### src/rtl/mips_ctrl_pkg.sv
// Shared types and encodings for the multicycle MIPS control unit.
// Contents: FSM states, ALU op classes, opcode/funct and alucontrol codes.
package mips_ctrl_pkg;

   typedef enum logic [3:0] {
      S_FETCH,
      S_DECODE,
      S_MEMADR,
      S_MEMREAD,
      S_MEMWB,
      S_MEMWRITE,
      S_EXECUTE,
      S_ALUWB,
      S_BRANCH,
      S_ADDIEX,
      S_ADDIWB,
      S_JUMP
   } state_t;

   typedef enum logic [1:0] {
      ALUOP_ADD   = 2'b00,
      ALUOP_SUB   = 2'b01,
      ALUOP_FUNCT = 2'b10
   } aluop_t;

   localparam logic [5:0] OP_LW    = 6'b100011;
   localparam logic [5:0] OP_SW    = 6'b101011;
   localparam logic [5:0] OP_RTYPE = 6'b000000;
   localparam logic [5:0] OP_BEQ   = 6'b000100;
   localparam logic [5:0] OP_ADDI  = 6'b001000;
   localparam logic [5:0] OP_J     = 6'b000010;

   localparam logic [5:0] F_ADD = 6'b100000;
   localparam logic [5:0] F_SUB = 6'b100010;
   localparam logic [5:0] F_AND = 6'b100100;
   localparam logic [5:0] F_OR  = 6'b100101;
   localparam logic [5:0] F_SLT = 6'b101010;

   localparam logic [2:0] ALU_AND = 3'b000;
   localparam logic [2:0] ALU_OR  = 3'b001;
   localparam logic [2:0] ALU_ADD = 3'b010;
   localparam logic [2:0] ALU_SUB = 3'b110;
   localparam logic [2:0] ALU_SLT = 3'b111;

endpackage

### src/rtl/alu_decoder.sv
// ALU control decode: aluop + funct -> alucontrol; flags unsupported funct.
// Ports: i_aluop, i_funct in; o_alucontrol, o_funct_illegal out.
module alu_decoder
   import mips_ctrl_pkg::*;
(
   input  logic [1:0] i_aluop,
   input  logic [5:0] i_funct,
   output logic [2:0] o_alucontrol,
   output logic       o_funct_illegal
);

   logic [2:0] w_fctrl;

   // funct legality is independent of aluop so DECODE can flag it early
   always_comb begin
      w_fctrl         = ALU_ADD;
      o_funct_illegal = 1'b0;
      case (i_funct)
         F_ADD:   w_fctrl = ALU_ADD;
         F_SUB:   w_fctrl = ALU_SUB;
         F_AND:   w_fctrl = ALU_AND;
         F_OR:    w_fctrl = ALU_OR;
         F_SLT:   w_fctrl = ALU_SLT;
         default: o_funct_illegal = 1'b1;
      endcase
   end

   always_comb begin
      o_alucontrol = ALU_ADD;
      case (i_aluop)
         ALUOP_SUB:   o_alucontrol = ALU_SUB;
         ALUOP_FUNCT: o_alucontrol = w_fctrl;
         default:     o_alucontrol = ALU_ADD;
      endcase
   end

endmodule

### src/rtl/multicycle_controller.sv
// Multicycle MIPS control FSM: sequences FETCH..WRITEBACK, drives datapath.
// Ports: clk, rst_n, op, funct, zero, mem_ready in; selects/strobes out.
module multicycle_controller
   import mips_ctrl_pkg::*;
(
   input  logic       clk,
   input  logic       rst_n,
   input  logic [5:0] op,
   input  logic [5:0] funct,
   input  logic       zero,
   input  logic       mem_ready,
   output logic [2:0] alucontrol,
   output logic       alusrca,
   output logic [1:0] alusrcb,
   output logic [1:0] pcsrc,
   output logic       iord,
   output logic       regdst,
   output logic       memtoreg,
   output logic       irwrite,
   output logic       memwrite,
   output logic       regwrite,
   output logic       pcen,
   output logic       illegal_op
);

   state_t     r_state;
   state_t     w_next;
   aluop_t     w_aluop;
   logic       w_funct_ill;
   logic       w_illegal;
   logic       w_pcwrite;
   logic       w_branch;
   logic       w_irwrite;
   logic       w_memwrite;
   logic       w_regwrite;
   logic       w_illegal_op;

   alu_decoder u_alu_dec (
      .i_aluop         (w_aluop),
      .i_funct         (funct),
      .o_alucontrol    (alucontrol),
      .o_funct_illegal (w_funct_ill)
   );

   always_ff @(posedge clk or negedge rst_n) begin
      if (!rst_n) r_state <= S_FETCH;
      else        r_state <= w_next;
   end

   always_comb begin
      w_illegal = 1'b0;
      case (op)
         OP_LW, OP_SW, OP_BEQ,
         OP_ADDI, OP_J:  w_illegal = 1'b0;
         OP_RTYPE:       w_illegal = w_funct_ill;
         default:        w_illegal = 1'b1;
      endcase
   end

   always_comb begin
      w_next       = S_FETCH;
      w_aluop      = ALUOP_ADD;
      alusrca      = 1'b0;
      alusrcb      = 2'b00;
      pcsrc        = 2'b00;
      iord         = 1'b0;
      regdst       = 1'b0;
      memtoreg     = 1'b0;
      w_irwrite    = 1'b0;
      w_memwrite   = 1'b0;
      w_regwrite   = 1'b0;
      w_pcwrite    = 1'b0;
      w_branch     = 1'b0;
      w_illegal_op = 1'b0;
      case (r_state)
         S_FETCH: begin
            alusrcb   = 2'b01;
            w_irwrite = mem_ready;
            w_pcwrite = mem_ready;
            w_next    = mem_ready ? S_DECODE : S_FETCH;
         end
         S_DECODE: begin
            alusrcb = 2'b11;
            if (w_illegal) begin
               w_illegal_op = 1'b1;
               w_next       = S_FETCH;
            end else begin
               case (op)
                  OP_LW, OP_SW: w_next = S_MEMADR;
                  OP_RTYPE:     w_next = S_EXECUTE;
                  OP_BEQ:       w_next = S_BRANCH;
                  OP_ADDI:      w_next = S_ADDIEX;
                  OP_J:         w_next = S_JUMP;
                  default:      w_next = S_FETCH;
               endcase
            end
         end
         S_MEMADR: begin
            alusrca = 1'b1;
            alusrcb = 2'b10;
            w_next  = (op == OP_SW) ? S_MEMWRITE : S_MEMREAD;
         end
         S_MEMREAD: begin
            iord   = 1'b1;
            w_next = mem_ready ? S_MEMWB : S_MEMREAD;
         end
         S_MEMWB: begin
            memtoreg   = 1'b1;
            w_regwrite = 1'b1;
         end
         S_MEMWRITE: begin
            iord       = 1'b1;
            w_memwrite = 1'b1;
            w_next     = mem_ready ? S_FETCH : S_MEMWRITE;
         end
         S_EXECUTE: begin
            alusrca = 1'b1;
            w_aluop = ALUOP_FUNCT;
            w_next  = S_ALUWB;
         end
         S_ALUWB: begin
            regdst     = 1'b1;
            w_regwrite = 1'b1;
         end
         S_BRANCH: begin
            alusrca  = 1'b1;
            w_aluop  = ALUOP_SUB;
            pcsrc    = 2'b01;
            w_branch = 1'b1;
         end
         S_ADDIEX: begin
            alusrca = 1'b1;
            alusrcb = 2'b10;
            w_next  = S_ADDIWB;
         end
         S_ADDIWB: begin
            w_regwrite = 1'b1;
         end
         S_JUMP: begin
            pcsrc     = 2'b10;
            w_pcwrite = 1'b1;
         end
         default: w_next = S_FETCH;
      endcase
   end

   // strobes are forced low while reset is held, even though FETCH is shown
   assign irwrite    = w_irwrite & rst_n;
   assign memwrite   = w_memwrite & rst_n;
   assign regwrite   = w_regwrite & rst_n;
   assign illegal_op = w_illegal_op & rst_n;
   assign pcen       = (w_pcwrite | (w_branch & zero)) & rst_n;

endmodule
### config.mk
export PLATFORM = sky130hd
export DESIGN_NAME = multicycle_controller
export DESIGN_NICKNAME = d
export VERILOG_FILES = /design/src/rtl/mips_ctrl_pkg.sv /design/src/rtl/alu_decoder.sv /design/src/rtl/multicycle_controller.sv
export SDC_FILE = /design/constraint.sdc
export NUM_CORES = 1
export LEC_CHECK = 0
export BUFFER_PORTS_ARGS = -buffer_cell sky130_fd_sc_hd__buf_2
export CAP_MARGIN = 20
export CORE_MARGIN = 10
export CORE_UTILIZATION = 44
export CTS_BUF_LIST = sky130_fd_sc_hd__clkbuf_16
export DETAILED_ROUTE_END_ITERATION = 7
export PLACE_DENSITY = 0.88
export RECOVER_POWER = 50
export SETUP_SLACK_MARGIN = 0.05
export SLEW_MARGIN = 25
export SYNTH_ARGS = -nofsm -noshare
export SYNTH_HDL_FRONTEND = slang
export SYNTH_SLANG_ARGS = --single-unit
export TNS_END_PERCENT = 20
### constraint.sdc
create_clock -name clk -period 2.33 [get_ports clk]
set_clock_uncertainty 0.15 [all_clocks]
set_input_delay 0.3495 -clock clk [delete_from_list [all_inputs] [get_ports clk]]
set_output_delay 0.3495 -clock clk [all_outputs]
set_load 0.02 [all_outputs]
==> reports/metrics.cfg, run 1 <==
[clocking]
htreeDepth = 1
clk_latency_ps = 220
cts_tree = built
cts-root-buf = clkbuf_16
clk_pin_slew_worst_paths_ps = 30
cts.sinks = 4
numCtsBuffers = 3
cts_buffer_depth = 2

[yosys]
ys_types = 37
synthXorXnorAreaFrac = 0.0405
avgSynthCellArea_um2 = 6.91
synth.most_common_cell = nor3_1
synthTopCellsByCount = nor3_1 (14), nor2_1 (9), inv_1 (8), nand2b_1 (8)
yosys.area_share.adder = 0.0539
synth_seq_area_share = 0.154
synth-edff-count = 0
async_flop_share = 1.00
synth_top_family_by_area = simple AND/OR/NAND/NOR gates
syn-num-nets = 112
synthCells = 94
syn_area_um2 = 649
ys.flop_type = dfrtp_1
synth_top_area_frac = 0.154
synth_compound_area_frac = 0.243
synth_top_area_cell = dfrtp_1
synth-simple-area-share = 0.383
muxShareOfSynthArea = 0.0482
synth_area_leaders = dfrtp_1 (15%), nor3_1 (11%), nand2b_1 (7.7%)
ys_ff_latch = 4
ys_warn_count = 0

[drt]
drc = 0
antenna_left = 0
drt_iter0_drc = 9
wl_um = 2260
routed_via_density = 5.66
first_pass_iters = 4
vias = 838
wl_per_cell_um = 15.3

[flow_run]
maxCapViolations = 0

[layout]
reg_top3 = r_state x4
largest-register = r_state
regArea_um2 = 101
fillers = 99
multi_input_area_um2 = 549
nets = 153
largest_reg_flops = 4
drive_gt1_frac = 0.398
area_growth_syn_to_layout_pct = 55.7
num_antenna_cells = 0

[timing]
worst_pin_slew_ps = 451
rsz0062_at_grt = yes
period_needed_ps = 2260
maxSlewViolCount = 0
hold_violations = 0
finalSetupTns_ps = 0
fin_crit_sh = 0.970
fmaxAchievable_mhz = 442
setup_violations = 0
maxSlewHeadroom = 0.696

[pwr]
vdd_ir_drop_max_mv = 0.510
p_comb_frac = 0.590
cellPowerDensity_nw_per_um2 = 917
p_leak_nw = 0.444
clock_power_share = 0.286
p_seq_frac = 0.124
power.switching_w = 0.000401
total_power_w = 0.000927
p_int_w = 0.000525
swShare = 0.433

[setup_path]
required_ps = 1830
start_kind = primary input
critPathKind = primary input to output pin
critical_path_arrival_ps = 1760
crit_chain = buf_2 -> or4_1 -> or3_4 -> nor2_2 -> o31a_1 -> buf_4
critical-path-top-delay-family = simple AND/OR/NAND/NOR gates
cpMaxStageDelayCell = or4_1
endpoint_kind = output pin
path_buf_inv = 2
r2r_cells = 5
critical-path-max-stage-delay_ps = 550
reg2reg_from = r_state[1]
cp_max_fo = 5
r2r_slack_ps = 490
crit-reg2reg-capture = r_state[0]

[global_routing]
grt_max_degree = 15
grt-ovfl-total = 0
groute.usage.overall = 0.127
grt_pass1_vias = 831
antenna_found_initial = 0
grt_first_pass_wirelength_um = 3680

[placement]
portBuffers = 31
gp_congestion = 0.857
place.detailed.hpwl_um = 1630

[die]
die_w_um = 58.4
initial_core_util = 0.481
rows = 13
ios = 32
fp.dieH_um = 58.4
die_area_um2 = 3410
coreArea_um2 = 1350

[worst_hold_path]
min_path_type = primary input to asynchronous set/reset pin

[status]
outcome = finished clean

[layer usage]
layer,part of all wire,global-route usage,vias up
met4,0.0057,0.0369,0
met5,0,0,-
met1,0.41,0.147,381
met2,0.51,0.220,33
met3,0.074,0.0343,3
li1,-,-,421
[cells in the final DEF (no fill, tap or decap), types with 2 or more instances in the layout]
master	synthesis	final
a211o_1	2	2
a21oi_1	4	4
buf_2	1	26
buf_4	0	11
clkbuf_1	4	3
clkbuf_16	0	3
dfrtp_1	4	3
inv_1	8	7
mux2i_1	2	2
nand2b_1	8	6
nand2b_4	0	2
nand3_1	2	2
nor2_1	9	8
nor2b_1	2	2
nor3_1	14	13
o211ai_1	2	2
o21ai_0	4	5
o22ai_1	3	3
or3_4	1	2
xnor2_1	2	2
[metrics by stage]
step / util / hold WS, ps / setup WS, ps / instance area [um^2] / std cells
final: 0.749 / 324 / 68.8 / 1010 / 148
after CTS: 0.723 / 328 / 53.4 / 976 / 147
after floorplan: - / -96.1 / 73.6 / 654 / 94
after detailed placement: 0.632 / 18.7 / 64.9 / 853 / 141
after global routing: 0.749 / 349 / 20.9 / 1010 / 148
after global placement: 0.632 / 16.8 / 78.1 / 853 / 141
[worst register-to-register path, cell delays in order, from the launching register on]
cell	delay [ps]
dfrtp_1	380
buf_4	190
nand2b_1	280
nor3_1	180
o21ai_0	210
o32ai_1	350
[repair_timing]
item / CTS / global route
hold endpoints to repair: 4 / 0
setup buffers: 2 / 1
hold buffers: 1 / 0
pin swaps: 1 / 1
endpoints found under the setup margin: 3 / 3
cloned: 0 / 0
gates resized for setup: 3 / 10
[area by class of cell]
class,count,share of cell area
Clock buffer,3,0.0743
Inverter,8,0.0322
Multi-Input combinational cell,77,0.543
Sequential cell,4,0.100
Tap cell,15,0.0186
Timing Repair Buffer,41,0.231
[how the worst max path moves through the flow]
stage                    start       endpoint  slack [ps]  cells past startpoint
global route             op[0]     illegal_op          20                      6
floorplan           r_state[3]  alucontrol[0]          70                      6
finish                   op[0]     illegal_op          70                      6
CTS                      op[0]     illegal_op          50                      6
global placement         op[0]     illegal_op          80                      6
detailed placement       op[0]     illegal_op          60                      6
[kinds of logic after synthesis]
family / after synthesis
AOI/OAI and AO/OA: 23
xor gates and xnor gates: 3
adders and majority gates: 3
buffers and inverters: 13
DFF: 4
muxes: 3
and+or+nand+nor: 45
[power groups by stage]
stage / Sequential (W) / Clock [W] / Combinational [W]
4_1_cts: 0.000110 / 0.000267 / 0.000518
3_3_place_gp: 0.000108 / 0 / 0.000491
5_1_grt: 0.000116 / 0.000269 / 0.000593
6_report: 0.000115 / 0.000265 / 0.000547
3_5_place_dp: 0.000109 / 0 / 0.000497
2_1_floorplan: 0.000110 / 0 / 0.000340
(Power assumes the default switching activity.)
==> run 2, diff against run 1 <==
BUFFER_PORTS_ARGS = unset   (was -buffer_cell sky130_fd_sc_hd__buf_2)
CORE_UTILIZATION = 50   (was 44)
DONT_BUFFER_PORTS = 1   (was unset)
PLACE_DENSITY = 0.76   (was 0.88)
SETUP_SLACK_MARGIN = 0.3   (was 0.05)
==> run 2 against run 1 <==
Net effect:
- design area fell by 6.8%
- sequential power hardly changed
- register-to-register slack improved by 110 ps
- die area down 8.0%
- sequential cell count is the same
- critical endpoint is now alucontrol[0]
==> reports/metrics.cfg, run 2 (synthesized netlist as in run 1, its figures left out) <==
[status]
outcome = finished clean

[die]
coreArea_um2 = 1170
rows = 12
fp.dieH_um = 56.0
die_w_um = 56.0
ios = 32
die_area_um2 = 3140
initial_core_util = 0.554

[pwr]
vdd_ir_drop_max_mv = 0.717
p_leak_nw = 0.394
cellPowerDensity_nw_per_um2 = 971
total_power_w = 0.000915

[global_routing]
grt_pass1_vias = 803
grt_max_degree = 13
groute.usage.overall = 0.139
grt-ovfl-total = 0
antenna_found_initial = 0
grt_first_pass_wirelength_um = 3710

[clocking]
cts-root-buf = clkbuf_16
clk_pin_slew_worst_paths_ps = 30
cts.sinks = 4
cts_tree = built
clk_latency_ps = 220
htreeDepth = 1
numCtsBuffers = 3
cts_buffer_depth = 2

[timing]
maxSlewViolCount = 0
hold_violations = 0
worst_slack_ps = 137
maxSlewHeadroom = 0.675
setup_violations = 0
fmaxAchievable_mhz = 456
worst_pin_slew_ps = 489
rsz0062_at_grt = yes
fin_crit_sh = 0.941
finalSetupTns_ps = 0
period_needed_ps = 2190

[setup_path]
r2r_cells = 5
endpoint_kind = output pin
cp-startpoint = r_state[2]
cp_max_fo = 4
critical_path_arrival_ps = 1690
required_ps = 1830
reg2reg_from = r_state[1]
critPathKind = register to output pin
crit-reg2reg-capture = r_state[0]
r2r_slack_ps = 600
start_kind = register
endpoint = alucontrol[0]

[placement]
gp_congestion = 0.912
place.detailed.hpwl_um = 1640
placed_area_um2 = 797
pre_cts_slack_ps = 228
portBuffers = 0

[layout]
largest-register = r_state
post-route-util = 0.804
fillers = 92
fin_area_um2 = 942
drive_gt1_frac = 0.304
final_cell_mix = buf_4 (19), nor3_1 (13), nor2_1 (8)
nets = 135
area_growth_syn_to_layout_pct = 45.1
reg_top3 = r_state x4
largest_reg_flops = 4
num_antenna_cells = 0
final_common_cell = buf_4

[flow_run]
maxCapViolations = 0

[drt]
met3WireLength_um = 286
wl_per_cell_um = 18.4
dr_wl_met2_um = 1080
drt_iter0_drc = 35
route.top_layer_used = met4
wl_um = 2370
routed_via_density = 6.38
first_pass_iters = 4
drc = 0
wl_met1_um = 987
vias = 823
antenna_left = 0

[worst_hold_path]
min_path_type = primary input to register

run 2: critical path, stage by stage, from the launching register on:
cell,delay (ps)
dfrtp_1,440
nand2b_4,180
nor3_2,180
inv_1,100
ha_4,270
nor3b_4,300
run 2: metal layers:
layer | vias to the layer above | GRT usage
li1 | 384 | -
met3 | 2 | 0.0729
met5 | - | 0
met1 | 386 | 0.159
met2 | 51 | 0.216
met4 | 0 | 0.0444
run 2: worst min-delay path by stage:
| stage | start | end | slack, ps | depth (start not counted) |
|---|---|---|---|---|
| final | op[3] | r_state[0] | 200 | 2 |
| after global routing | op[3] | r_state[0] | 220 | 2 |
| after CTS | op[5] | r_state[0] | 200 | 2 |
| after detailed placement | rst_n | r_state[3] | -100 | 0 |
| after global placement | rst_n | r_state[1] | -100 | 0 |
| after floorplan | rst_n | r_state[0] | -100 | 0 |
run 2: per-stage QoR:
| step | hold WS (ps) | std cells |
|---|---|---|
| 5_1_grt | 219 | 129 |
| 3_5_place_dp | -95.9 | 117 |
| 3_3_place_gp | -95.9 | 117 |
| 6_report | 198 | 129 |
| 4_1_cts | 197 | 125 |
| 2_1_floorplan | -96.1 | 94 |
run 2: layout make-up:
class	instances	area, um^2	area share
timing repair buffer	23	171	0.182
tap	14	17.5	0.0186
inverter	8	30.0	0.0319
multi-input combinational	77	547	0.580
clock buffer	3	75.1	0.0797
sequential	4	101	0.108
run 2: what timing repair did:
action,CTS,global route
hold buffers,1,0
pin swaps,2,1
buffers inserted,4,4
gates resized for setup,4,1
hold endpoints to repair,4,0
endpoints found under the setup margin,6,7
run 2: power by group:
| part | switching (W) | leakage, nW | internal [W] |
|---|---|---|---|
| clock network | 0.0000445 | 0.0370 | 0.000219 |
| registers | 0.0000221 | 0.0521 | 0.0000919 |
| logic | 0.000319 | 0.305 | 0.000218 |
==> run 3, diff against run 2 <==
ABC_AREA = 1   (was unset)
CORE_AREA = 10 10 47 49   (was unset)
CORE_MARGIN = unset   (was 10)
CORE_UTILIZATION = unset   (was 50)
DIE_AREA = 0 0 57 59   (was unset)
PLACE_DENSITY = 0.73   (was 0.76)
SKIP_CTS_REPAIR_TIMING = 1   (was unset)
==> run 3 against run 2 <==
Net effect:
- area after synthesis shrank 2.9%
- die area grew 7.1%
- clock power is essentially flat
- sequential power grew 11%
- via count shrank 2.4%
- total power shrank 17%
- wire length shrank 1.7%
- worst setup slack gained 12 ps
- sequential cell count is the same
- critical path depth grew 2
- largest cell class unchanged
- register-to-register slack gained 30 ps
==> reports/metrics.cfg, run 3 <==
[setup_path]
cpMaxStageDelayCell = dfrtp_1
endpoint = alucontrol[0]
critical_path_arrival_ps = 1680
required_ps = 1830
reg2reg_from = r_state[3]
r2r_cells = 7
r2r_slack_ps = 630
cp-startpoint = r_state[1]
critPathKind = register to output pin
cp_max_fo = 5
critical-path-max-stage-delay_ps = 450
start_kind = register
endpoint_kind = output pin
crit_chain = nor2_4 -> inv_1 -> nor2_4 -> inv_1 -> ha_4 -> a21oi_1 -> buf_4
crit-reg2reg-capture = r_state[0]

[die]
coreArea_um2 = 1400
ios = 32
rows = 14
die_w_um = 57
initial_core_util = 0.450
die_area_um2 = 3360
fp.dieH_um = 59

[yosys]
synthCells = 115
synth-edff-count = 0
syn_area_um2 = 631
synth_area_leaders = dfrtp_1 (16%), nor2_1 (15%), nand2_1 (12%)
synth_seq_area_share = 0.159
synth.most_common_cell = nor2_1
synthTopCellsByCount = nor2_1 (26), nand2_1 (20), inv_1 (18)
ys_warn_count = 0
synth_top_area_cell = dfrtp_1
avgSynthCellArea_um2 = 5.48
synth_top_area_frac = 0.159
ys.flop_type = dfrtp_1
ys_ff_latch = 4
syn-num-nets = 133
async_flop_share = 1.00
ys_types = 18

[placement]
dp_cells = 138
place.detailed.hpwl_um = 1510
gp_congestion = 0.865
portBuffers = 0

[global_routing]
groute.usage.overall = 0.106
grt_first_pass_wirelength_um = 2990
grt_pass1_vias = 737
grt-ovfl-total = 0
grt_max_degree = 9
antenna_found_initial = 0

[clocking]
clk_pin_slew_worst_paths_ps = 30
cts-root-buf = clkbuf_16
cts_tree = built
cts_buffer_depth = 2
clk_latency_ps = 220
cts.sinks = 4
numCtsBuffers = 3
htreeDepth = 1

[drt]
wl_um = 2330
antenna_left = 0
drc = 0
first_pass_iters = 6
wl_per_cell_um = 15.5
routed_via_density = 5.32
vias = 803
drt_iter0_drc = 19

[pwr]
cellPowerDensity_nw_per_um2 = 821
total_power_w = 0.000761
p_leak_nw = 0.474
vdd_ir_drop_max_mv = 0.606

[flow_run]
maxCapViolations = 0

[layout]
final_common_cell = nor2_1
fin_cells = 151
area_growth_syn_to_layout_pct = 47.0
largest_reg_flops = 4
drive_gt1_frac = 0.311
reg_top3 = r_state x4
num_antenna_cells = 0
nets = 155
largest-register = r_state
final_cell_mix = nor2_1 (26), inv_1 (17), nand2_1 (17)

[timing]
period_needed_ps = 2180
hold_violations = 0
finalSetupTns_ps = 0
fmaxAchievable_mhz = 458
maxSlewHeadroom = 0.729
worst_pin_slew_ps = 405
maxSlewViolCount = 0
fin_crit_sh = 0.936
rsz0062_at_grt = yes
setup_violations = 0

[status]
outcome = finished clean

[worst_hold_path]
min_path_type = primary input to asynchronous set/reset pin

## run 3: cell count changes in the layout (fill, tap and decap cells not counted), moves of 5 or more
cell | previous run | this run
nor2_1 | 8 | 26
nand2_1 | 1 | 17
inv_2 | 1 | 6
nand3_1 | 2 | 13
nand2b_1 | 6 | 0
inv_1 | 7 | 17
buf_4 | 19 | 13
nor3_1 | 13 | 2
## run 3: critical path: cells and delay by family (launching register included)
kind	cells	cell delay, ps
flops	1	450
buf+inv	3	340
simple gates	2	290
fa+ha+maj	1	260
compound gates	1	130
## run 3: cell type report
cell class | instances | area [um^2]
multi-input combinational | 88 | 520
fill | 109 | 474
timing repair buffer | 17 | 123
sequential | 4 | 103
inverter | 23 | 86.3
clock buffer | 3 | 75.1
tap | 16 | 20.0
## run 3: worst min-delay path by stage
stage,start,endpoint,depth (start not counted)
after floorplan,rst_n,r_state[0],0
after global placement,rst_n,r_state[3],0
after detailed placement,rst_n,r_state[3],0
after CTS,rst_n,r_state[2],0
after global routing,rst_n,r_state[2],1
final,rst_n,r_state[2],1
## run 3: stage by stage
| stage | instance area [um^2] | hold WS (ps) | util | setup slack, ps |
|---|---|---|---|---|
| floorplan | 631 | -96.1 | - | 366 |
| global placement | 703 | -95.8 | 0.502 | 298 |
| detailed placement | 703 | -95.8 | 0.502 | 280 |
| CTS | 778 | -328 | 0.555 | 29.8 |
| global route | 927 | 268 | 0.662 | 92.5 |
| finish | 927 | 246 | 0.662 | 149 |
## run 3: cell families (layout without fill, tap and decap cells)
logic type	Yosys count	after routing	share of synthesized area
simple gates	76	76	0.577
compound gates	10	10	0.0873
fa+ha+maj	2	2	0.0397
flops	4	4	0.159
buf+inv	23	43	0.137
## run 3: power breakdown
part	switching [W]	internal (W)	leakage (nW)	total, W
clock network	0.0000430	0.000219	0.0370	0.000262
registers	0.0000374	0.0000883	0.0512	0.000126
logic	0.000245	0.000129	0.386	0.000374
total	0.000325	0.000436	0.474	0.000761
## run 3: routing by layer
metal	vias up	track usage	routed length [um]
met5	-	0	0
met2	38	0.189	1190
met3	0	0.0429	238
met4	0	0.0470	0
li1	399	-	-
met1	366	0.107	902
